[src/rtl/branch_pkg.sv]
// Shared branch definitions: BrOp codes, 2-bit BHT counter states, helpers.
// Imported by the comparator and by the predictor top.
package branch_pkg;

  localparam logic [4:0] BR_EQ  = 5'b01000;
  localparam logic [4:0] BR_NE  = 5'b01001;
  localparam logic [4:0] BR_LT  = 5'b01100;
  localparam logic [4:0] BR_GE  = 5'b01101;
  localparam logic [4:0] BR_LTU = 5'b01110;
  localparam logic [4:0] BR_GEU = 5'b01111;

  localparam int PC_W = 64;

  typedef enum logic [1:0] {
    SNT = 2'd0,
    WNT = 2'd1,
    WT  = 2'd2,
    ST  = 2'd3
  } cnt_state_e;

  // Word address; callers keep the low IDX_W bits as the table index.
  function automatic logic [PC_W-1:0] bht_index(
    input logic [PC_W-1:0] pc
  );
    return pc >> 2;
  endfunction

  function automatic cnt_state_e cnt_next(
    input cnt_state_e s,
    input logic       taken
  );
    cnt_state_e n;
    n = s;
    unique case (s)
      SNT: n = taken ? WNT : SNT;
      WNT: n = taken ? WT  : SNT;
      WT:  n = taken ? ST  : WNT;
      ST:  n = taken ? ST  : WT;
      default: n = WNT;
    endcase
    return n;
  endfunction

  function automatic logic cnt_pred(input cnt_state_e s);
    return s >= WT;
  endfunction

endpackage

[src/rtl/branch_cmp.sv]
// Combinational BrOp decode and operand compare.
// Flags jumps and the six conditional branch codes separately.
module branch_cmp
  import branch_pkg::*;
#(
  parameter int XLEN = 32
) (
  input  logic [4:0]      brop,
  input  logic [XLEN-1:0] rs1,
  input  logic [XLEN-1:0] rs2,
  output logic            taken,
  output logic            is_jump,
  output logic            is_cond
);

  logic eq, lt, ltu;

  assign eq  = rs1 == rs2;
  assign lt  = $signed(rs1) < $signed(rs2);
  assign ltu = rs1 < rs2;

  always_comb begin
    taken   = 1'b0;
    is_jump = 1'b0;
    is_cond = 1'b0;
    unique case (1'b1)
      brop[4]: begin
        taken   = 1'b1;
        is_jump = 1'b1;
      end
      brop == BR_EQ: begin
        taken   = eq;
        is_cond = 1'b1;
      end
      brop == BR_NE: begin
        taken   = !eq;
        is_cond = 1'b1;
      end
      brop == BR_LT: begin
        taken   = lt;
        is_cond = 1'b1;
      end
      brop == BR_GE: begin
        taken   = !lt;
        is_cond = 1'b1;
      end
      brop == BR_LTU: begin
        taken   = ltu;
        is_cond = 1'b1;
      end
      brop == BR_GEU: begin
        taken   = !ltu;
        is_cond = 1'b1;
      end
      default: ;
    endcase
  end

endmodule

[src/rtl/branch_predict_unit.sv]
// Bimodal BHT predictor with EX-stage resolve, registered redirect
// and saturating branch/mispredict counters.
module branch_predict_unit
  import branch_pkg::*;
#(
  parameter int XLEN        = 32,
  parameter int BHT_ENTRIES = 64,
  parameter int CNT_W       = 32
) (
  input  logic             clk,
  input  logic             rst_n,
  input  logic [XLEN-1:0]  f_pc,
  output logic             f_pred_taken,
  input  logic             ex_valid,
  input  logic [XLEN-1:0]  ex_pc,
  input  logic [4:0]       ex_brop,
  input  logic [XLEN-1:0]  ex_rs1,
  input  logic [XLEN-1:0]  ex_rs2,
  input  logic [XLEN-1:0]  ex_target,
  input  logic             ex_pred_taken,
  output logic             redirect_valid,
  output logic [XLEN-1:0]  redirect_pc,
  output logic             br_taken,
  output logic [CNT_W-1:0] branch_cnt,
  output logic [CNT_W-1:0] mispredict_cnt
);

  localparam int IDX_W = $clog2(BHT_ENTRIES);

  cnt_state_e bht [BHT_ENTRIES];

  logic [PC_W-1:0]  f_word;
  logic [PC_W-1:0]  ex_word;
  logic [IDX_W-1:0] f_idx;
  logic [IDX_W-1:0] ex_idx;

  logic taken, is_jump, is_cond;
  logic qual, mispredict, counted;

  assign f_word  = bht_index(PC_W'(f_pc));
  assign ex_word = bht_index(PC_W'(ex_pc));
  assign f_idx   = f_word[IDX_W-1:0];
  assign ex_idx  = ex_word[IDX_W-1:0];

  assign f_pred_taken = cnt_pred(bht[f_idx]);

  branch_cmp #(
    .XLEN(XLEN)
  ) u_cmp (
    .brop    (ex_brop),
    .rs1     (ex_rs1),
    .rs2     (ex_rs2),
    .taken   (taken),
    .is_jump (is_jump),
    .is_cond (is_cond)
  );

  // Op right after a redirect is on the wrong path and is dropped.
  assign qual       = ex_valid && !redirect_valid;
  assign mispredict = qual && (taken != ex_pred_taken);
  assign counted    = qual && (is_jump || is_cond);

  always_ff @(posedge clk or negedge rst_n) begin
    if (!rst_n) begin
      for (int i = 0; i < BHT_ENTRIES; i++) begin
        bht[i] <= WNT;
      end
    end else if (qual && is_cond) begin
      bht[ex_idx] <= cnt_next(bht[ex_idx], taken);
    end
  end

  always_ff @(posedge clk or negedge rst_n) begin
    if (!rst_n) begin
      redirect_valid <= 1'b0;
      redirect_pc    <= '0;
      br_taken       <= 1'b0;
    end else begin
      redirect_valid <= mispredict;
      if (mispredict) begin
        redirect_pc <= taken ? ex_target : ex_pc + XLEN'(4);
      end
      if (qual) begin
        br_taken <= taken;
      end
    end
  end

  always_ff @(posedge clk or negedge rst_n) begin
    if (!rst_n) begin
      branch_cnt     <= '0;
      mispredict_cnt <= '0;
    end else begin
      if (counted && branch_cnt != '1) begin
        branch_cnt <= branch_cnt + CNT_W'(1);
      end
      if (mispredict && mispredict_cnt != '1) begin
        mispredict_cnt <= mispredict_cnt + CNT_W'(1);
      end
    end
  end

endmodule

[config.mk]
export PLATFORM = sky130hd
export DESIGN_NAME = branch_predict_unit
export DESIGN_NICKNAME = d
export VERILOG_FILES = /design/src/rtl/branch_pkg.sv /design/src/rtl/branch_cmp.sv /design/src/rtl/branch_predict_unit.sv
export SDC_FILE = /design/constraint.sdc
export NUM_CORES = 1
export LEC_CHECK = 0
export CAP_MARGIN = 5
export CORE_MARGIN = 3
export CORE_UTILIZATION = 65
export DETAILED_ROUTE_END_ITERATION = 12
export DONT_BUFFER_PORTS = 1
export GPL_TIMING_DRIVEN = 0
export PLACE_DENSITY = 0.92
export SYNTH_ARGS = -nofsm -noshare
export SYNTH_HDL_FRONTEND = slang
export SYNTH_SLANG_ARGS = --single-unit
[constraint.sdc]
create_clock -name clk -period 3.32 [get_ports clk]
set_input_delay 0.332 -clock clk [delete_from_list [all_inputs] [get_ports clk]]
set_output_delay 0.332 -clock clk [all_outputs]
set_load 0.05 [all_outputs]
# Word-level counts from Yosys, hierarchy flattened
# Index checks and enable logic that the tools add are counted.
word_totals:
  latchBits: 0
  out_inout_bits: 99
  word_cells: 126
  memories: 0
  register_bits: 226
  romBits: 0
  mem_bits_rw: 0
classes:
  n_lt_le_gt_ge: 6
  reduce_logical: 14
  bitwise_logic: 2
  n_shift: 0
  addsub: 3
  div_mod_pow: 0
  mul: 0
  n_eq_ne: 13
  muxes: 19
op_table:
  columns: ["op", "n"]
  rows:
  - ["bitwise mux 128 bit", 1]
  - ["adder 32 x 1 -> 32 bit (second input constant)", 2]
  - ["< comparator 32 bit", 2]
  - ["inequality test 32 bit (second input constant)", 2]
  - ["adder 32 x 3 -> 32 bit (second input constant)", 1]
  - ["== test 32 bit", 1]
  - ["two-way mux 32 bit", 1]
  - ["== test 5 x 4 -> 1 bit (second input constant)", 6]
  - ["binary-select mux 2 bit (select 6 bit)", 2]
  - ["two-way mux 2 bit", 8]
  - ["greater-or-equal comparator 7 bit (second input constant)", 2]
  - ["inverter 6 -> 7 bit", 2]
  - ["demux 2 bit (select 6 bit)", 1]
  - ["one-hot mux 2 bit (4 select lines)", 1]
  - ["logical AND 1 bit", 7]
  - ["< comparator 7 x 1 -> 1 bit (second input constant)", 1]
  - ["one-hot mux 1 bit (7 select lines)", 1]
  - ["OR reduction 6 bit", 1]
  - ["== test 2 bit (second input constant)", 2]
  - ["zero test 1 bit", 4]
  - ["two-way mux 1 bit", 4]
  - ["== test 2 x 1 -> 1 bit (second input constant)", 1]
  - ["greater-or-equal comparator 2 bit (second input constant)", 1]
  - ["zero test 2 bit", 1]
  - ["2 further kinds", 2]

# Longest topological paths before layout
# Gate-level depths: netlist (run 1).
logic_depth:
  ltp_word: 8
  ltp_mapped: 14
  mapped_depth_nobuf: 13

# Hierarchy
# From an unflattened synthesis (run 1), not the netlist that was laid out.
unflattened:
  hier_cells: 1287
  hier_area_um2: 12662.1
by_module_without_submodules:
  columns: ["mod", "cells_each", "instances", "seq_area_each_um2", "area_each_um2"]
  rows:
  - ["branch_predict_unit", 1159, 1, 5735.5, 11761.3]
  - ["branch_cmp", 128, 1, 0.0, 900.9]

# Worst setup path before layout (run 1)
# No wires, ideal clock.
synth_timing:
  path_type: "in2out"
  start: "in f_pc[2]"
  end: "out f_pred_taken"
  path_buffers: 2
  setup_slack_ns: 0.085
  arrival_time_ns: 2.903
  cell_stages: 5
  cell_sequence: "clkbuf_1 buf_1 mux4_2 mux4_2 mux4_2"
synth_via:
  elab_chain_len: 5
synth_lines:
  columns: ["element", "line", "rtl"]
  rows:
  - ["start, declared", "branch_predict_unit.sv:12", "input logic [XLEN-1:0] f_pc,"]
  - ["inverter 6 -> 7 bit (not written as such)", "branch_predict_unit.sv:45", "assign f_pred_taken = cnt_pred(bht[f_idx]);"]
  - ["binary-select mux 2 bit (select 6 bit)", "branch_predict_unit.sv:45", null]
  - ["two-way mux 2 bit (not written as such) (2 in a row)", "branch_predict_unit.sv:45", null]
  - ["greater-or-equal comparator 2 bit", "branch_pkg.sv:45", "return s >= WT;"]
  - ["end, declared", "branch_predict_unit.sv:13", "output logic f_pred_taken,"]
# No other way between the ends. The select of a mux whose other input is x is not followed.

# Worst setup path in the final report (run 1)
layout_timing:
  start: "reg branch_cnt[16]"
  end: "reg branch_cnt[19]"
layout_via:
  elab_chain_len: 2
  elab_cells_between_ends: 3
layout_lines:
  columns: ["element", "line", "rtl"]
  rows:
  - ["start, declared", "branch_predict_unit.sv:24", "output logic [CNT_W-1:0] branch_cnt,"]
  - ["start signal, assigned", "branch_predict_unit.sv:95", "branch_cnt <= branch_cnt + CNT_W'(1);"]
  - ["branches (longest 2 deep; another with adder 32 x 1 -> 32 bit)", null, null]
# Parallel ways; which one is timed is not known.
# A chain may end at the register's enable or synchronous reset.

==> impl_metrics.csv, run 1 <==
group,metric,value,unit
routing,vias,9961,
synth,yosysSeqAreaShare,44.84,%
power,power.leakage,5.956,nW
power,clockPowerShare,35.8,%
floorplan,fp.dieH,146.3,µm
power,p_switching,2.627,mW
setup_path,rr_startpoint,"branch_cnt[16]",
synth,async_flop_share,100.0,%
layout,final_cell_mix,"mux2_2 (158), dfrtp_1 (152), nand2_1 (98)",
global_route,grt-ovfl-total,0,
timing,tightest_slew,0.7730,ns
floorplan,ios,268,
placement,dp_cells,1416,
power,p_int,4.993,mW
power,swShare,34.48,%
flow_run,maxCapViolations,0,
layout,drive_above_1_share,30.07,%
cts,cts_tree,"yes",
setup_path,cp_slowest_cell,"dfrtp_2",
setup_path,worstPathCellList,"nand4_1, nor4_4, nand4_1, nor3_2, nand4_1, and2_1, clkbuf_1, and4_1, nor3b_4, and4_1, xor2_1",
setup_path,required,3.73,ns
layout,final_common_cell,"mux2_2",
timing,fin_setup_tns,0,ns
global_route,grt_usage,32.35,%
synth,syn_nets,1360,
placement,post-dp-hpwl,24780,µm
routing,drtIter0Drc,1100,
timing,finalMaxSlewViolations,0,
min_path,hp-class,"in2async",
outcome,outcome,"finished with violations",
timing,max_freq,310.2,MHz
cts,root_buffer,"clkbuf_16",
synth,synth_ff_type,"dfrtp_1",
power,power_frac_comb,10.5,%
routing,drtAntennaViolNets,0,
setup_path,rrSetupSlack,0.1,ns
layout,finalNetCount,1390,
routing,vias_per_cell,6.799,
global_route,grt_pass1_vias,10380,
cts,clock_path_buffers,3,
setup_path,cp_max_fo,7,
outcome,violations,"hold timing",
synth,yosysUniqueCellTypes,64,
cts,h-tree-depth,1,
routing,drt_first_pass_iters,6,
layout,fin_area,0.01402,mm²
setup_path,crit_path_end_kind,"register",
power,power,7.620,mW
timing,setup_viol,0,
floorplan,rows,50,
placement,gp_congestion,0.9549,
timing,finalClockSkew,0.02865,ns
layout,final_core_util,73.71,%
synth,syn_inst,1156,
setup_path,worst_ep_arrival_time,3.63,ns
setup_path,crit_buf_inv,1,
timing,fin_crit,3.224,ns
synth,synth_seq_cells,226,
synth,synth_top_cell_area_share,31.69,%
placement,place.port_buffers,0,
synth,yosysWarnings,0,
timing,fin_crit_sh,97.10,%
routing,routed_wl,35610,µm
layout,regArea,0.005748,mm²
routing,wl_per_cell,24.31,µm
setup_path,slowest_delay,0.57,ns
timing,maxSlewHeadroom,48.07,%
setup_path,crit_family,"simple AND/OR/NAND/NOR gates",
routing,drc_errors,0,
setup_path,crit_type,"reg2reg",
power,seqPwrFrac,53.7,%
setup_path,crit_top_cell,"nand4_1",
layout,multi_input_area,0.006544,mm²
synth,synth_edf_count,0,
setup_path,cp-start-kind,"register",
setup_path,reg2reg_depth,11,
cts,clock-sinks,226,
layout,synthToLayoutAreaGrowth,9.585,%
layout,n_fill_cell,1187,
floorplan,start_util,67.26,%
synth,synth_top_cell_by_area,"dfrtp_1",
layout,fin_cells,1465,
floorplan,core_area,0.01902,mm²
timing,hold_slack,-0.4807,ns
synth,synthTopCellsByArea,"dfrtp_1 (32%), mux2_2 (14%), dfstp_2 (13%)",
power,power_density,543.5,mW/mm²
power,max-vdd-ir-drop,0.4757,mV
synth,syn_avg_cell_area,11.07,µm²
floorplan,die_w,146.3,µm
placement,dpl_cell_area,0.01312,mm²
cts,insertion_delay,0.53,ns
global_route,antenna_found_initial,1,
cts,cts.clk_slew.worst_paths,0.06,ns
global_route,grt_max_degree,227,
setup_path,r2r_end,"branch_cnt[19]",
synth,netlist_area,0.01279,mm²
cts,numCtsBuffers,24,
floorplan,die_area,0.02140,mm²
timing,final_hold_viol_count,226,
global_route,grt_pass1_wl,55630,µm
registers in the layout, summed over array words and instances (netlist names):
| signal | count |
|---|---|
| redirect_valid | 1 |
| br_taken | 1 |
| redirect_pc | 32 |
| bht | 128 |
| branch_cnt | 32 |
| mispredict_cnt | 32 |
power groups by stage:
stage	Combinational, mW	Sequential (mW)	Clock [mW]
floorplan	0.597	4.02	0
finish	0.799	4.09	2.73
global placement	0.723	4.11	0
detailed placement	0.764	4.13	0
global route	0.865	4.12	2.85
CTS	0.785	4.09	2.74
kinds of logic (layout without fill, tap and decap cells):
group,count (synthesis),after routing,synth area share (%)
muxes,200,200,19.80
DFF,226,226,44.84
other,0,1,0
adders and majority gates,37,37,3.639
and+or+nand+nor,361,361,14.19
buffers and inverters,108,156,4.304
AOI/OAI and AO/OA,130,130,6.622
xor gates and xnor gates,94,94,6.612
what timing repair did:
item                                    4_1_cts  5_1_grt
hold endpoints to repair                    226      226
buffers inserted                              2        3
pin swaps                                     1        2
resized for setup                            15        9
endpoints found under the setup margin       12       44
worst max path at each step:
| stage | start | to | depth (start not counted) |
|---|---|---|---|
| final | branch_cnt[16] | branch_cnt[19] | 11 |
| after global routing | branch_cnt[16] | branch_cnt[19] | 11 |
| after CTS | branch_cnt[6] | branch_cnt[25] | 12 |
| after detailed placement | f_pc[2] | f_pred_taken | 5 |
| after global placement | f_pc[2] | f_pred_taken | 5 |
| after floorplan | f_pc[2] | f_pred_taken | 5 |
worst register-to-register path, delay by kind of cell (launching register included):
| kind | cells | cell delay, ns |
|---|---|---|
| and+or+nand+nor | 9 | 2.22 |
| xor gates and xnor gates | 1 | 0.14 |
| DFF | 1 | 0.57 |
| buffers and inverters | 1 | 0.17 |
cells in the mapped netlist, types with 3 or more instances:
cell,n
dfrtp_1,162
mux2_2,158
nand2_1,99
nor2_1,90
dfstp_2,64
xnor2_1,59
inv_1,44
nand3_1,42
o21ai_0,39
ha_1,35
xor2_1,32
nand4_1,31
clkbuf_1,28
a22oi_1,26
mux4_2,25
a21oi_1,24
and3_1,20
nor3_1,20
buf_6,16
and4_1,11
buf_2,11
mux2i_1,10
nor4_1,9
a221oi_1,7
a22o_1,7
a31oi_1,7
and2_1,7
mux2_1,6
nand2b_1,5
nand3b_1,5
buf_1,4
nor2b_1,4
o21ai_1,4
or3_1,4
buf_4,3
layout make-up:
| type | count | area share (%) |
|---|---|---|
| Inverter | 46 | 1.232 |
| Clock inverter | 6 | 0.5445 |
| Antenna cell | 1 | 0.01785 |
| Multi-Input combinational cell | 822 | 46.68 |
| Tap cell | 260 | 2.321 |
| Buffer | 61 | 2.704 |
| Sequential cell | 226 | 41.00 |
| Timing Repair Buffer | 5 | 0.2678 |
| Clock buffer | 38 | 5.230 |
per-layer routing:
metal	vias to the layer above	GRT usage [%]	part of all wire [%]
li1	4215	-	-
met1	4805	38.05	35
met2	724	52.07	47
met3	217	9.435	11
met4	0	20.88	7.3
met5	-	0	0
metrics by stage:
step / setup WS [ns] / hold WS [ns]
3_5_place_dp: -0.5601 / 0.05960
3_3_place_gp: -0.4785 / 0.05994
2_1_floorplan: 0.08550 / 0.03641
4_1_cts: 0.007614 / -0.4981
6_report: 0.09625 / -0.4807
5_1_grt: -0.04178 / -0.5062
Note: power is estimated with default switching activity, not from simulation.
==> run 2: changes to the inputs <==
--- a/config.mk
+++ b/config.mk
@@ -15,3 +15,4 @@
 export SYNTH_ARGS = -nofsm -noshare
 export SYNTH_HDL_FRONTEND = slang
 export SYNTH_SLANG_ARGS = --single-unit
+export TNS_END_PERCENT = 30
==> results of run 2 <==
No change in the layout: final DEF, timing and power equal those of run 1.
